### src/rtl/cbfp_denorm_pkg.sv
// Shared FFT stage-0 parameters used by the CBFP denormalizer.
// Also provides the counter width helper used for the block position output.
package cbfp_denorm_pkg;

   localparam int FFT_N               = 16;
   localparam int FFT_IDX_WIDTH       = 5;
   localparam int FFT_TOTAL_BLOCK_CNT = 32;
   localparam int FFT_NORM_WIDTH      = 11;
   localparam int FFT_REST_WIDTH      = 23;
   localparam int FFT_SHIFT_BASE      = 12;

   // A one-block frame still needs a 1-bit counter port.
   function automatic int cnt_width(input int n);
      return (n > 1) ? $clog2(n) : 1;
   endfunction

endpackage

### src/rtl/cbfp_lane_shift.sv
// One complex lane of the CBFP restore: widen, shift up by SHIFT_BASE, then
// arithmetic right shift by the lane's block exponent. Purely combinational.
module cbfp_lane_shift #(
   parameter int IN_BIT_WIDTH  = 11,
   parameter int OUT_BIT_WIDTH = 23,
   parameter int IDX_WIDTH     = 5,
   parameter int SHIFT_BASE    = 12
) (
   input  logic signed [IN_BIT_WIDTH-1:0]  re_i,
   input  logic signed [IN_BIT_WIDTH-1:0]  im_i,
   input  logic        [IDX_WIDTH-1:0]     idx_i,
   output logic signed [OUT_BIT_WIDTH-1:0] re_o,
   output logic signed [OUT_BIT_WIDTH-1:0] im_o
);

   logic signed [OUT_BIT_WIDTH-1:0] re_ext;
   logic signed [OUT_BIT_WIDTH-1:0] im_ext;
   logic                            idx_ovf;

   assign re_ext  = OUT_BIT_WIDTH'(re_i) <<< SHIFT_BASE;
   assign im_ext  = OUT_BIT_WIDTH'(im_i) <<< SHIFT_BASE;
   assign idx_ovf = (32'(idx_i) >= 32'(OUT_BIT_WIDTH));

   // Exponents past the word width collapse to pure sign fill (0 or -1).
   always_comb begin
      re_o = re_ext >>> idx_i;
      im_o = im_ext >>> idx_i;
      if (idx_ovf) begin
         re_o = {OUT_BIT_WIDTH{re_ext[OUT_BIT_WIDTH-1]}};
         im_o = {OUT_BIT_WIDTH{im_ext[OUT_BIT_WIDTH-1]}};
      end
   end

endmodule

### src/rtl/cbfp_denorm.sv
// CBFP denormalizer: restores N complex lanes per block with a 2-cycle pipeline,
// tracks block position within a frame and the per-frame maximum exponent.
module cbfp_denorm
   import cbfp_denorm_pkg::*;
#(
   parameter int IN_BIT_WIDTH    = FFT_NORM_WIDTH,
   parameter int OUT_BIT_WIDTH   = FFT_REST_WIDTH,
   parameter int N               = FFT_N,
   parameter int IDX_WIDTH       = FFT_IDX_WIDTH,
   parameter int SHIFT_BASE      = FFT_SHIFT_BASE,
   parameter int TOTAL_BLOCK_CNT = FFT_TOTAL_BLOCK_CNT
) (
   input  logic                                      clk,
   input  logic                                      rstn,
   input  logic                                      valid_in,
   input  logic signed [IN_BIT_WIDTH-1:0]            din_i [0:N-1],
   input  logic signed [IN_BIT_WIDTH-1:0]            din_q [0:N-1],
   input  logic        [IDX_WIDTH-1:0]               cbfp_index [0:N-1],
   output logic                                      valid_out,
   output logic signed [OUT_BIT_WIDTH-1:0]           dout_i [0:N-1],
   output logic signed [OUT_BIT_WIDTH-1:0]           dout_q [0:N-1],
   output logic [cnt_width(TOTAL_BLOCK_CNT)-1:0]     blk_cnt,
   output logic                                      frame_done,
   output logic        [IDX_WIDTH-1:0]               frame_max_idx
);

   localparam int                 CNT_W    = cnt_width(TOTAL_BLOCK_CNT);
   localparam logic [CNT_W-1:0]   LAST_POS = CNT_W'(TOTAL_BLOCK_CNT - 1);

   logic                 valid_s1_q;
   logic [IDX_WIDTH-1:0] idx_s1 [0:N-1];

   always_ff @(posedge clk or negedge rstn) begin
      if (!rstn) valid_s1_q <= 1'b0;
      else       valid_s1_q <= valid_in;
   end

   for (genvar gi = 0; gi < N; gi++) begin : g_lane
      logic signed [IN_BIT_WIDTH-1:0]  din_i_s1_q;
      logic signed [IN_BIT_WIDTH-1:0]  din_q_s1_q;
      logic        [IDX_WIDTH-1:0]     idx_s1_q;
      logic signed [OUT_BIT_WIDTH-1:0] shift_i;
      logic signed [OUT_BIT_WIDTH-1:0] shift_q;
      logic signed [OUT_BIT_WIDTH-1:0] dout_i_q;
      logic signed [OUT_BIT_WIDTH-1:0] dout_q_q;

      always_ff @(posedge clk or negedge rstn) begin
         if (!rstn) begin
            din_i_s1_q <= '0;
            din_q_s1_q <= '0;
            idx_s1_q   <= '0;
         end else if (valid_in) begin
            din_i_s1_q <= din_i[gi];
            din_q_s1_q <= din_q[gi];
            idx_s1_q   <= cbfp_index[gi];
         end
      end

      cbfp_lane_shift #(
         .IN_BIT_WIDTH  (IN_BIT_WIDTH),
         .OUT_BIT_WIDTH (OUT_BIT_WIDTH),
         .IDX_WIDTH     (IDX_WIDTH),
         .SHIFT_BASE    (SHIFT_BASE)
      ) u_shift (
         .re_i  (din_i_s1_q),
         .im_i  (din_q_s1_q),
         .idx_i (idx_s1_q),
         .re_o  (shift_i),
         .im_o  (shift_q)
      );

      // Outputs only move on a valid block so they hold across bubbles.
      always_ff @(posedge clk or negedge rstn) begin
         if (!rstn) begin
            dout_i_q <= '0;
            dout_q_q <= '0;
         end else if (valid_s1_q) begin
            dout_i_q <= shift_i;
            dout_q_q <= shift_q;
         end
      end

      assign idx_s1[gi] = idx_s1_q;
      assign dout_i[gi] = dout_i_q;
      assign dout_q[gi] = dout_q_q;
   end

   logic [IDX_WIDTH-1:0] blk_max;
   logic [IDX_WIDTH-1:0] merged_max;

   always_comb begin
      blk_max = '0;
      for (int li = 0; li < N; li++) begin
         if (idx_s1[li] > blk_max) blk_max = idx_s1[li];
      end
   end

   logic                 valid_out_q, valid_out_d;
   logic                 frame_done_q, frame_done_d;
   logic [CNT_W-1:0]     blk_cnt_q, blk_cnt_d;
   logic [CNT_W-1:0]     next_pos_q, next_pos_d;
   logic [IDX_WIDTH-1:0] run_max_q, run_max_d;
   logic [IDX_WIDTH-1:0] frame_max_q, frame_max_d;

   // next_pos_q is the frame slot the next valid block will occupy.
   always_comb begin
      valid_out_d  = valid_s1_q;
      frame_done_d = valid_s1_q && (next_pos_q == LAST_POS);
      blk_cnt_d    = blk_cnt_q;
      next_pos_d   = next_pos_q;
      run_max_d    = run_max_q;
      frame_max_d  = frame_max_q;
      merged_max   = (blk_max > run_max_q) ? blk_max : run_max_q;
      if (valid_s1_q) begin
         blk_cnt_d = next_pos_q;
         if (next_pos_q == LAST_POS) begin
            next_pos_d  = '0;
            frame_max_d = merged_max;
            run_max_d   = '0;
         end else begin
            next_pos_d = next_pos_q + 1'b1;
            run_max_d  = merged_max;
         end
      end
   end

   always_ff @(posedge clk or negedge rstn) begin
      if (!rstn) begin
         valid_out_q  <= 1'b0;
         frame_done_q <= 1'b0;
         blk_cnt_q    <= '0;
         next_pos_q   <= '0;
         run_max_q    <= '0;
         frame_max_q  <= '0;
      end else begin
         valid_out_q  <= valid_out_d;
         frame_done_q <= frame_done_d;
         blk_cnt_q    <= blk_cnt_d;
         next_pos_q   <= next_pos_d;
         run_max_q    <= run_max_d;
         frame_max_q  <= frame_max_d;
      end
   end

   assign valid_out     = valid_out_q;
   assign frame_done    = frame_done_q;
   assign blk_cnt       = blk_cnt_q;
   assign frame_max_idx = frame_max_q;

endmodule
### config.mk
export PLATFORM = sky130hd
export DESIGN_NAME = cbfp_denorm
export DESIGN_NICKNAME = d
export VERILOG_FILES = /design/src/rtl/cbfp_denorm_pkg.sv /design/src/rtl/cbfp_lane_shift.sv /design/src/rtl/cbfp_denorm.sv
export SDC_FILE = /design/constraint.sdc
export NUM_CORES = 2
export LEC_CHECK = 0
export ABC_AREA = 1
export ABC_CLOCK_PERIOD_IN_PS = 26600
export CAP_MARGIN = 20
export CORE_AREA = 2 2 454 456
export CTS_BUF_LIST = sky130_fd_sc_hd__clkbuf_8
export CTS_CLUSTER_DIAMETER = 100
export CTS_CLUSTER_SIZE = 40
export DETAILED_ROUTE_END_ITERATION = 8
export DIE_AREA = 0 0 456 458
export GPL_TIMING_DRIVEN = 0
export HOLD_SLACK_MARGIN = 0.12
export PLACE_DENSITY_LB_ADDON = 0.2
export SETUP_SLACK_MARGIN = 0.15
export SKIP_CTS_REPAIR_TIMING = 1
export SLEW_MARGIN = 10
export SYNTH_ARGS = -nofsm -noshare
export SYNTH_HDL_FRONTEND = slang
export SYNTH_HIERARCHICAL = 1
export SYNTH_SLANG_ARGS = --single-unit
### constraint.sdc
create_clock -name clk -period 26.6 [get_ports clk]
set_input_delay 3.99 -clock clk [delete_from_list [all_inputs] [get_ports clk]]
set_output_delay 3.99 -clock clk [all_outputs]
set_load 0.01 [all_outputs]
==> flow_summary.toml <==
[status]
status = "complete, no violations"

[global_route]
grt_util_met1_pct = 40.52
gr-usage-met2_pct = 52.65
grt_pass1_vias = 75190
grt_max_degree = 165
antenna_found_initial = 135
busiest_layer = "met2"
grt_overflow = 0
grt_pass1_wl_mm = 506.2
track_usage_pct = 32.41
grtUsageMet3_pct = 5.702

[synth]
synth_cell_types = 47
synth_compound_area_share_pct = 3.278
synth_top_family_by_area = "simple AND/OR/NAND/NOR gates"
synth-simple-area-share_pct = 42.94
synthMuxAreaShare_pct = 5.653
syn_inst = 10640
synth-edff-count = 0
ys.flop_type = "dfrtp_1"
synthArstFlopShare_pct = 100.0
syn_avg_cell_area_um2 = 7.189
synthXorXnorAreaFrac_pct = 0
yosys_register_bits = 1191
synth_fa_ha_area_share_pct = 1.341
ys_seq_area_share_pct = 38.96
synth_nets = 11160
synth_area_um2 = 76490
synth_warnings = 6

[timing]
fin_crit_ns = 22.51
setup_tns_ns = 0
relSlewSlack_pct = 19.50
rsz0062_at_grt = "no"
slew_viol_final = 0
fin_skew_ns = 0.08262
finalHoldViolCount = 0
fmax_mhz = 44.42
tightest_slew_ns = 1.207
finalSetupViolations = 0
finalCritPeriodShare_pct = 84.63

[clocking]
htree_num_levels = 3
cts_root_buf = "clkbuf_8"
clk-insertion-delay-late_ns = 0.95
clk_pin_slew_ns = 0.20
cts_inserted_buffers = 68
cts_buffer_depth = 3
cts_tree = "built"
cts.sinks = 1191

[drt]
drt_iter0_drc = 6862
via_per_inst = 5.216
wire_per_inst_um = 23.59
ant_nets = 0
drc_errors = 0
num_vias = 76820
drtPass1Iterations = 9
drt-total-wl_mm = 347.4

[critical_path]
cp-start-kind = "flip-flop"
worst_path_max_delay_cell = "a2111oi_0"
rr_worst_depth = 145
crit_type = "reg -> reg"
cp.arrival_ns = 23.35
crit_top_cell = "nand2_1"
path_max_fanout = 7
critPathCaptureType = "flip-flop"
worstPathRequired_ns = 27.44
slowest_delay_ns = 0.65

[die]
start_util_pct = 37.54
rows = 166
pin_count = 1183
die_y_um = 458
die-area_um2 = 208800
coreArea_um2 = 203800
die_w_um = 456

[placed_design]
place_congestion = 0.9792
placed_cells = 14530
portBuffers = 1182
hpwlAfterDp_mm = 287.1
placed_area_um2 = 92080

[cells_and_area]
num-nets-final = 12430
final_cells = 14730
syn_to_final_growth_pct = 23.20
final_util_pct = 46.25
design_area_um2 = 94240
drive_above_1_share_pct = 13.18
fillers = 20990

[worst_hold_path]
whs_path_depth = 0
hold_class = "reg -> reg"

[run]
maxCapViolations = 0
## cell usage in the layout (no fill, tap or decap), types with 130 or more instances in the layout
cell | netlist | final
buf_6 | 126 | 130
clkdlybuf4s50_1 | 0 | 1181
clkbuf_1 | 243 | 240
buf_2 | 147 | 148
nand3_2 | 206 | 206
nand3_1 | 1185 | 1185
o21ai_0 | 130 | 130
nand2_2 | 163 | 163
nand2_1 | 5588 | 5588
mux2_2 | 384 | 384
inv_1 | 312 | 312
dfrtp_1 | 1191 | 1191
## final cells by class
type	instances	area (um^2)	area share [%]
Timing Repair Buffer	1202	12230	12.98
Sequential cell	1191	29800	31.63
Inverter	383	1665	1.767
Tap cell	2688	3363	3.569
Antenna cell	73	182.7	0.1938
Clock buffer	70	963.4	1.022
Clock inverter	55	998.5	1.059
Buffer	649	4322	4.586
Multi-Input combinational cell	8417	40710	43.19
## critical path, delay by kind of cell, from the launching register on
family,cells,cell delay [ns]
AOI/OAI and AO/OA,16,3.43
adders and majority gates,16,4.26
buffers and inverters,29,3.00
DFF,1,0.64
and+or+nand+nor,84,11.12
## registers in the layout, summed over array words and instances, names as in the netlist
name               cells
frame_max_idx          5
run_max_q              5
g_lane.idx_s1_q       80
valid_out_d            1
g_lane.dout_i_q      368
next_pos_q             5
frame_done             1
g_lane.din_i_s1_q    176
g_lane.din_q_s1_q    176
g_lane.dout_q_q      368
blk_cnt                5
valid_out              1
## cells by family after synthesis
kind of cell,Yosys count
compound gates,424
fa+ha+maj,82
flops,1191
simple gates,7527
buf+inv,1032
mux,384
## layer usage
metal / up-vias / routed length [um] / share of wire (%)
met3: 617 / 21590 / 6.2
met2: 2588 / 162000 / 47
met5: - / 280 / 0.081
met1: 37100 / 142900 / 41
met4: 42 / 20560 / 5.9
li1: 36470 / - / -
## Yosys cell counts, types with 82 or more instances
master,n,area [um^2]
buf_2,147,735.7
buf_4,95,713.2
buf_6,126,1419
clkbuf_1,243,912.1
dfrtp_1,1191,29800
ha_1,82,1026
inv_1,312,1171
mux2_2,384,4324
nand2_1,5588,20980
nand2_2,163,1020
nand3_1,1185,5931
nand3_2,206,2062
nor2_1,111,416.7
o21ai_0,130,650.6
o21ai_1,111,555.5
## through the flow
| step | worst slack, ns | hold WS [ns] |
|---|---|---|
| global route | 1.612 | 0.4153 |
| floorplan | 7.034 | 0.3519 |
| detailed placement | 4.162 | 0.3614 |
| CTS | 4.006 | 0.4040 |
| global placement | -32.48 | 0.3569 |
| finish | 4.087 | 0.4008 |
## worst paths after layout
path,from,end,slack (ns)
max reg2reg,g_lane[0].idx_s1_q[3]$_DFFE_PN0P_,frame_max_idx[3]$_DFFE_PN0P_,4.09
max,g_lane[0].idx_s1_q[3]$_DFFE_PN0P_,frame_max_idx[3]$_DFFE_PN0P_,4.09
min in group asynchronous,rstn,g_lane[12].dout_q_q[15]$_DFFE_PN0P_,2.92
min reg2reg,valid_out_d$_DFF_PN0_,valid_out$_DFF_PN0_,0.40
max in group asynchronous,rstn,g_lane[6].dout_q_q[13]$_DFFE_PN0P_,21.36
min,valid_out_d$_DFF_PN0_,valid_out$_DFF_PN0_,0.40
Power is left out: the tool's default activity adds up to more than one toggle a clock period on the data nets, which glitch-free logic cannot reach.
